### config.mk
export PLATFORM = sky130hd
export DESIGN_NAME = vending_controller_flat
export DESIGN_NICKNAME = d
export VERILOG_FILES = /design/src/rtl/vending_controller_pkg.sv /design/src/rtl/vending_controller_if.sv /design/src/rtl/vending_controller_hold_timer.sv /design/src/rtl/vending_controller.sv /design/src/flat_wrapper.sv
export SDC_FILE = /design/constraint.sdc
export NUM_CORES = 1
export LEC_CHECK = 0
export BUFFER_PORTS_ARGS = -buffer_cell sky130_fd_sc_hd__buf_4
export CELL_PAD_IN_SITES_DETAIL_PLACEMENT = 2
export CELL_PAD_IN_SITES_GLOBAL_PLACEMENT = 2
export CORE_ASPECT_RATIO = 1.75
export CORE_UTILIZATION = 36
export CTS_CLUSTER_DIAMETER = 60
export CTS_CLUSTER_SIZE = 8
export DETAILED_ROUTE_END_ITERATION = 10
export HOLD_SLACK_MARGIN = 0.15
export PLACE_DENSITY = 0.9
export SKIP_CTS_REPAIR_TIMING = 1
export SYNTH_ARGS = -nofsm -noshare
export SYNTH_HDL_FRONTEND = slang
export SYNTH_SLANG_ARGS = --single-unit
export TNS_END_PERCENT = 1
### constraint.sdc
create_clock -name clk -period 3.7 [get_ports clk]
set_input_delay 0.185 -clock clk [delete_from_list [all_inputs] [get_ports clk]]
set_output_delay 0.185 -clock clk [all_outputs]
set_load 0.05 [all_outputs]
### src/rtl/vending_controller_pkg.sv
// Shared types, code constants and price/coin helpers for the vending controller.
// Display state codes here must match what the 7-segment stage decodes.
package vending_controller_pkg;

  typedef enum logic [2:0] {
    S_IDLE      = 3'd0,
    S_TYPE      = 3'd1,
    S_PAY       = 3'd2,
    S_ERR_CODE  = 3'd3,
    S_ERR_VALUE = 3'd4
  } state_t;

  localparam logic [2:0] ST_OPEN = 3'd0;
  localparam logic [2:0] ST_E404 = 3'd1;
  localparam logic [2:0] ST_E405 = 3'd2;
  localparam logic [2:0] ST_COIN = 3'd3;
  localparam logic [2:0] ST_TYPE = 3'd4;

  localparam logic [3:0] KEY_CONFIRM = 4'd10;
  localparam logic [3:0] KEY_CANCEL  = 4'd11;

  function automatic logic [4:0] coin_value(input logic [1:0] code);
    case (code)
      2'd0:    coin_value = 5'd1;
      2'd1:    coin_value = 5'd2;
      2'd2:    coin_value = 5'd5;
      default: coin_value = 5'd0;
    endcase
  endfunction

  function automatic logic [4:0] price(input logic [1:0] n1, input logic [1:0] n2);
    price = {1'b0, n1, 2'b00} + {3'b000, n2};
  endfunction

  // Any two-bit second digit is a valid column; only row 0 is unpopulated.
  function automatic logic code_valid(input logic [1:0] n1);
    code_valid = (n1 != 2'd0);
  endfunction

  function automatic logic [2:0] estado_of(input state_t st);
    case (st)
      S_IDLE:      estado_of = ST_OPEN;
      S_TYPE:      estado_of = ST_TYPE;
      S_PAY:       estado_of = ST_COIN;
      S_ERR_CODE:  estado_of = ST_E404;
      S_ERR_VALUE: estado_of = ST_E405;
      default:     estado_of = ST_OPEN;
    endcase
  endfunction

endpackage

### src/rtl/vending_controller_if.sv
// Keypad/coin inputs and display/dispense outputs of the vending controller.
interface vending_controller_if;
  logic       key_valid;
  logic [3:0] key_code;
  logic       coin_valid;
  logic [1:0] coin_code;
  logic [2:0] estado;
  logic [1:0] num1;
  logic [1:0] num2;
  logic [4:0] credit;
  logic       dispense;
  logic       change_valid;
  logic [4:0] change;
  logic       coin_reject;

  modport master (
    output key_valid, key_code, coin_valid, coin_code,
    input  estado, num1, num2, credit, dispense, change_valid, change, coin_reject
  );

  modport slave (
    input  key_valid, key_code, coin_valid, coin_code,
    output estado, num1, num2, credit, dispense, change_valid, change, coin_reject
  );
endinterface

### src/rtl/vending_controller_hold_timer.sv
// Loadable down-counter shared by the error-screen hold and the typing timeout.
// expired is high in the cycle before the count reaches zero, so the owner leaves on that edge.
module vending_controller_hold_timer #(
  parameter int TW = 28
) (
  input  logic          clk,
  input  logic          rst,
  input  logic          load,
  input  logic [TW-1:0] load_value,
  output logic          expired
);

  logic [TW-1:0] count_r;

  // Count register: load wins, otherwise decrement down to zero and stop.
  always_ff @(posedge clk) begin
    if (rst) begin
      count_r <= {TW{1'b0}};
    end else if (load) begin
      count_r <= load_value;
    end else if (count_r != {TW{1'b0}}) begin
      count_r <= count_r - {{(TW-1){1'b0}}, 1'b1};
    end else begin
      count_r <= count_r;
    end
  end

  assign expired = (count_r == {{(TW-1){1'b0}}, 1'b1});

endmodule

### src/rtl/vending_controller.sv
// Vending-machine control FSM: code entry, validation, coin accumulation, dispense and change.
module vending_controller
  import vending_controller_pkg::*;
#(
  parameter int ERR_CYCLES     = 50_000_000,
  parameter int TIMEOUT_CYCLES = 250_000_000,
  parameter int TW             = 28
) (
  input logic                 clk,
  input logic                 rst,
  vending_controller_if.slave bus
);

  localparam logic [TW-1:0] ERR_LOAD     = TW'(ERR_CYCLES);
  localparam logic [TW-1:0] TIMEOUT_LOAD = TW'(TIMEOUT_CYCLES);

  state_t        state_r, state_s;
  logic [1:0]    num1_r, num1_s, num2_r, num2_s;
  logic [4:0]    credit_r, credit_s, change_r, change_s, sum_s;
  logic          two_r, two_s;
  logic          dispense_r, dispense_s, change_valid_r, change_valid_s;
  logic          coin_reject_r, coin_reject_s;
  logic [2:0]    estado_r;
  logic          tmr_load_s, tmr_expired_s, key_digit_s, key_low_s;
  logic [TW-1:0] tmr_value_s;

  vending_controller_hold_timer #(.TW(TW)) u_timer (
    .clk        (clk),
    .rst        (rst),
    .load       (tmr_load_s),
    .load_value (tmr_value_s),
    .expired    (tmr_expired_s)
  );

  // Next-state and next-output logic; a coin is always resolved before a key in PAY.
  always_comb begin
    state_s        = state_r;
    num1_s         = num1_r;
    num2_s         = num2_r;
    credit_s       = credit_r;
    two_s          = two_r;
    change_s       = change_r;
    dispense_s     = 1'b0;
    change_valid_s = 1'b0;
    coin_reject_s  = 1'b0;
    tmr_load_s     = 1'b0;
    tmr_value_s    = TIMEOUT_LOAD;
    sum_s          = credit_r + coin_value(bus.coin_code);
    key_digit_s    = bus.key_valid && (bus.key_code <= 4'd9);
    key_low_s      = (bus.key_code <= 4'd3);
    case (state_r)
      S_IDLE: begin
        num1_s        = 2'd0;
        num2_s        = 2'd0;
        credit_s      = 5'd0;
        coin_reject_s = bus.coin_valid;
        if (key_digit_s && key_low_s) begin
          num1_s     = bus.key_code[1:0];
          two_s      = 1'b0;
          state_s    = S_TYPE;
          tmr_load_s = 1'b1;
        end else if (key_digit_s) begin
          state_s     = S_ERR_CODE;
          tmr_load_s  = 1'b1;
          tmr_value_s = ERR_LOAD;
        end else begin
          state_s = S_IDLE;
        end
      end
      S_TYPE: begin
        coin_reject_s = bus.coin_valid;
        state_s       = tmr_expired_s ? S_IDLE : S_TYPE;
        if (key_digit_s && !key_low_s) begin
          state_s     = S_ERR_CODE;
          tmr_load_s  = 1'b1;
          tmr_value_s = ERR_LOAD;
        end else if (key_digit_s && !two_r) begin
          num2_s     = bus.key_code[1:0];
          two_s      = 1'b1;
          state_s    = S_TYPE;
          tmr_load_s = 1'b1;
        end else if (bus.key_valid && (bus.key_code == KEY_CONFIRM)) begin
          if (two_r && code_valid(num1_r)) begin
            state_s = S_PAY;
          end else begin
            state_s     = S_ERR_CODE;
            tmr_load_s  = 1'b1;
            tmr_value_s = ERR_LOAD;
          end
        end else if (bus.key_valid && (bus.key_code == KEY_CANCEL)) begin
          state_s = S_IDLE;
        end else begin
          tmr_load_s = 1'b0;
        end
      end
      S_PAY: begin
        if (bus.coin_valid && (bus.coin_code == 2'd3)) begin
          change_valid_s = 1'b1;
          change_s       = credit_r;
          credit_s       = 5'd0;
          state_s        = S_ERR_VALUE;
          tmr_load_s     = 1'b1;
          tmr_value_s    = ERR_LOAD;
        end else if (bus.coin_valid && (sum_s >= price(num1_r, num2_r))) begin
          dispense_s     = 1'b1;
          change_valid_s = 1'b1;
          change_s       = sum_s - price(num1_r, num2_r);
          credit_s       = 5'd0;
          state_s        = S_IDLE;
        end else if (bus.key_valid && (bus.key_code == KEY_CANCEL)) begin
          change_valid_s = 1'b1;
          change_s       = bus.coin_valid ? sum_s : credit_r;
          credit_s       = 5'd0;
          state_s        = S_IDLE;
        end else if (bus.coin_valid) begin
          credit_s = sum_s;
        end else begin
          credit_s = credit_r;
        end
      end
      S_ERR_CODE, S_ERR_VALUE: begin
        coin_reject_s = bus.coin_valid;
        if (tmr_expired_s) begin
          state_s = S_IDLE;
          num1_s  = 2'd0;
          num2_s  = 2'd0;
        end else begin
          state_s = state_r;
        end
      end
      default: begin
        state_s = S_IDLE;
      end
    endcase
  end

  // State and output registers; every output is driven from a flop.
  always_ff @(posedge clk) begin
    if (rst) begin
      state_r        <= S_IDLE;
      num1_r         <= 2'd0;
      num2_r         <= 2'd0;
      credit_r       <= 5'd0;
      two_r          <= 1'b0;
      change_r       <= 5'd0;
      dispense_r     <= 1'b0;
      change_valid_r <= 1'b0;
      coin_reject_r  <= 1'b0;
      estado_r       <= ST_OPEN;
    end else begin
      state_r        <= state_s;
      num1_r         <= num1_s;
      num2_r         <= num2_s;
      credit_r       <= credit_s;
      two_r          <= two_s;
      change_r       <= change_s;
      dispense_r     <= dispense_s;
      change_valid_r <= change_valid_s;
      coin_reject_r  <= coin_reject_s;
      estado_r       <= estado_of(state_s);
    end
  end

  assign bus.estado       = estado_r;
  assign bus.num1         = num1_r;
  assign bus.num2         = num2_r;
  assign bus.credit       = credit_r;
  assign bus.dispense     = dispense_r;
  assign bus.change_valid = change_valid_r;
  assign bus.change       = change_r;
  assign bus.coin_reject  = coin_reject_r;

endmodule

### src/flat_wrapper.sv
// flat-port wrapper written by rule: the top's interface ports become plain ports
module vending_controller_flat import vending_controller_pkg::*;
#(
  parameter int ERR_CYCLES     = 50_000_000,
  parameter int TIMEOUT_CYCLES = 250_000_000,
  parameter int TW             = 28
)
  (clk, rst, bus_key_valid, bus_key_code, bus_coin_valid, bus_coin_code, bus_estado, bus_num1, bus_num2, bus_credit, bus_dispense, bus_change_valid, bus_change, bus_coin_reject);
  vending_controller_if bus_i ();
  input logic clk;
  input logic rst;
  input wire logic [$bits(bus_i.key_valid)-1:0] bus_key_valid;
  input wire logic [$bits(bus_i.key_code)-1:0] bus_key_code;
  input wire logic [$bits(bus_i.coin_valid)-1:0] bus_coin_valid;
  input wire logic [$bits(bus_i.coin_code)-1:0] bus_coin_code;
  output wire logic [$bits(bus_i.estado)-1:0] bus_estado;
  output wire logic [$bits(bus_i.num1)-1:0] bus_num1;
  output wire logic [$bits(bus_i.num2)-1:0] bus_num2;
  output wire logic [$bits(bus_i.credit)-1:0] bus_credit;
  output wire logic [$bits(bus_i.dispense)-1:0] bus_dispense;
  output wire logic [$bits(bus_i.change_valid)-1:0] bus_change_valid;
  output wire logic [$bits(bus_i.change)-1:0] bus_change;
  output wire logic [$bits(bus_i.coin_reject)-1:0] bus_coin_reject;
  assign bus_i.key_valid = bus_key_valid;
  assign bus_i.key_code = bus_key_code;
  assign bus_i.coin_valid = bus_coin_valid;
  assign bus_i.coin_code = bus_coin_code;
  assign bus_estado = bus_i.estado;
  assign bus_num1 = bus_i.num1;
  assign bus_num2 = bus_i.num2;
  assign bus_credit = bus_i.credit;
  assign bus_dispense = bus_i.dispense;
  assign bus_change_valid = bus_i.change_valid;
  assign bus_change = bus_i.change;
  assign bus_coin_reject = bus_i.coin_reject;
  vending_controller #(.ERR_CYCLES(ERR_CYCLES), .TIMEOUT_CYCLES(TIMEOUT_CYCLES), .TW(TW)) u_core (.clk(clk), .rst(rst), .bus(bus_i));
endmodule
==> qor.txt <==
WHS Path Cells: 3
Die H: 125 µm
vias per inst: 6.18
post-synth cell types: 68
Sw Share: 39.2%
Flop pwr share: 36.7%
WS Path Type: reg2reg
PD cells: 538 mW/mm²
Clock Sink Count: 52
Placer Congestion: 0.912
largest cells by area after synthesis: dfxtp_1 (33%), nor2_1 (4.0%), a21oi_1 (3.7%)
Die ar.: 0.00904 mm²
1st-iter DRT viols: 108
worst hold path startpoint: bus_key_code[1]
clock buffer depth: 2
final worst path period need: 3.22 ns
Worst path max stage delay: 0.49 ns
# setup viols final: 0
vias in the first global route: 3519
r2r setup slk: 0.48 ns
Int Pwr: 0.00117 W
Buffers & Inverters on Critical Path: 0
leakage power: 1.39 nW
r2r endpoint: u_core.bus.estado[2]
P&R area growth vs syn: 14.8%
R2R cell count: 9
Max-Slew Margin vs Limit: 32.6%
worst min path class: in2reg
post-synthesis xor/xnor area fraction: 5.06%
Initial Util: 37.2%
upper clock frequency limit: 311 MHz
proportion of layout cells with a drive suffix above 1: 14.1%
CTS tree: yes
Port Buf Inserts: 29
crit path cell chain: ha_1 > fa_1 > xor2_1 > ha_1 > o21a_1 > a21boi_0 > o21ai_0 > a211oi_1 > and2_1
setup_tns: 0 ns
Netlist Area Pre-Place: 0.00312 mm²
Crit path max-delay family: compound AO/OA/AOI/OAI gates
complex-gate fraction of the synthesized area: 26.9%
CTS Root Cell: clkbuf_16
Fin. Hold Viols: 0
Final period util: 86.9%
RR Startpoint: u_core.bus.credit[0]
Post-synth EDFFs: 0
global-route wire length before repair: 18100 µm
Synth Area in Simple Gates: 25.3%
Crit path required time: 3.94 ns
CP max-delay cell: a211oi_1
mux contribution to synthesized area: 0.643%
Mapped Cells: 368
Pins Over Slew Limit: 0
via count: 3122
skew final: 0.00351 ns
status: finished clean
CP most frequent cell: ha_1
drt pass-1 iters: 4
TritonCTS Buffers: 5
Synth top cells by count: dfxtp_1 (52), nor2_1 (33), a21oi_1 (23), nand2_1 (19), o21ai_0 (16)
Synth Area per Inst: 8.47 µm²
worst slew pin tran: 1.01 ns
Post-synth ARST share: 0%
nets@finish: 411
H-tree depth: 2
part of the power in combinational logic: 37.7%
CORE AREA: 0.00837 mm²
max cap viols: 0
drt wl/cell: 22.0 µm
worst-path fanout max: 4
Setup crit end kind: register
clock power share: 25.6%
Adder-Cell Fraction of Synth Area: 4.90%
Die W: 72.3 µm
drt total wl: 11100 µm
Max VDD drop: 228 µV
# IOs: 30
FF+latch count, synth: 52
Synth Net Count: 389
initial antenna violation count: 0
Ys Warns: 0
DPL Wire Length: 8520 µm
main combinational cell family by area after synthesis: compound AO/OA/AOI/OAI gates
Worst-Skew Late Latency: 0.29 ns
antenna-violating nets left: 0
cell taking the most area after synthesis: dfxtp_1
top_reg_cell synth: dfxtp_1
Total Power: 0.00192 W
RSZ-0062 raised after global routing: no
# rows: 44
GRT overflow: 0
Switch Pwr: 0.000753 W
arrival time at the worst endpoint: 3.45 ns
Worst Hold Endpoint: u_core.bus.num1[1]
DRC errors left: 0
total track usage: 26.0%
Antenna Cells: 0
clock slew at reported path FFs: 0.07 ns
Critical Path Start Type: register
Seq/Total Area, Yosys: 33.4%
largest net degree at the start of global routing: 34
Synth top area share: 33.4%
top-count cell post-synth: dfxtp_1
==> metrics by stage <==
| step | setup WS (ns) | instance area (µm²) | hold slack, ns | utilization, % | std cells |
|---|---|---|---|---|---|
| global placement | 0.623 | 3420 | 0.467 | 40.9 | 498 |
| global route | 0.233 | 3580 | 0.210 | 42.7 | 505 |
| CTS | 0.502 | 3580 | 0.188 | 42.7 | 505 |
| floorplan | 0.651 | 3120 | 0.262 | - | 368 |
| detailed placement | 0.426 | 3420 | 0.472 | 40.9 | 498 |
| finish | 0.485 | 3580 | 0.190 | 42.7 | 505 |
==> registers in the layout, indices dropped and copies added, names as in the netlist <==
| register | count |
|---|---|
| u_core.u_timer.count_r | 28 |
| u_core.bus.change | 5 |
| u_core.bus.credit | 5 |
| u_core.bus.estado | 3 |
| u_core.state_r | 3 |
| u_core.bus.num1 | 2 |
| u_core.bus.num2 | 2 |
| u_core.bus.change_valid | 1 |
| u_core.bus.coin_reject | 1 |
| u_core.bus.dispense | 1 |
| u_core.two_r | 1 |
==> cell usage in the layout, fill, tap and decap left out, types with 3 or more instances in the layout <==
cell and n:
or3_1 6, ha_1 9, or4_1 8, o31ai_1 8, a21oi_1 23, o211a_1 3, o211ai_1 5, o21ai_0 16
o32ai_1 3, a211oi_1 7, buf_4 31, nand2_1 19, nand2b_1 6, inv_1 12, nand3_1 11, a31oi_1 10
xnor2_1 10, and4_1 3, dfxtp_1 52, nor3_1 6, or2_2 5, xor2_1 8, nor2b_1 4, a21o_1 6
nand4_1 4, o21a_1 7, and2_1 4, o22ai_1 4, clkbuf_16 5, nor2_1 33, nor4_1 7
==> cell families (layout without fill, tap and decap cells) <==
family,count (synthesis),count (layout)
flops,52,52
compound gates,118,118
buf+inv,29,51
simple gates,138,138
mux,2,2
xor+xnor,18,18
fa+ha+maj,11,11
==> worst max path at each step <==
stage,start,endpoint,slack (ns),depth (start not counted)
after floorplan,u_core.bus.credit[1],u_core.bus.estado[1],0.65,10
after global placement,bus_coin_code[0],u_core.bus.estado[1],0.62,13
after detailed placement,bus_coin_code[0],u_core.bus.estado[2],0.43,13
after CTS,u_core.bus.credit[0],u_core.bus.estado[2],0.50,9
after global routing,u_core.bus.credit[1],u_core.bus.estado[1],0.23,10
final,u_core.bus.credit[0],u_core.bus.estado[2],0.48,9
==> layer usage <==
metal	track usage [%]	wire, µm	up-vias
li1	-	-	1435
met1	23.8	3870	1561
met2	51.5	6340	78
met3	3.46	270	48
met4	15.2	620	0
met5	0	0	-
==> power by group through the flow <==
| stage | clock, W | combinational [W] | sequential, W |
|---|---|---|---|
| 5_1_grt | 0.000528 | 0.000788 | 0.000716 |
| 3_5_place_dp | 0 | 0.000713 | 0.000718 |
| 6_report | 0.000493 | 0.000724 | 0.000706 |
| 4_1_cts | 0.000507 | 0.000725 | 0.000705 |
| 3_3_place_gp | 0 | 0.000675 | 0.000710 |
| 2_1_floorplan | 0 | 0.000518 | 0.000716 |
==> worst register-to-register path: cells and delay by family (launching register included) <==
kind	cells	cell delay, ns
fa+ha+maj	3	0.96
simple gates	1	0.20
compound gates	4	1.28
flops	1	0.35
xor+xnor	1	0.36
==> cell type report <==
cell class | count | area (µm²)
Tap cell | 115 | 144
Sequential cell | 52 | 1040
Fill cell | 965 | 4790
Clock buffer | 7 | 153
Timing Repair Buffer | 31 | 233
Multi-Input combinational cell | 287 | 1960
Inverter | 13 | 48.8
No activity file was read; power rests on OpenSTA's default activity.
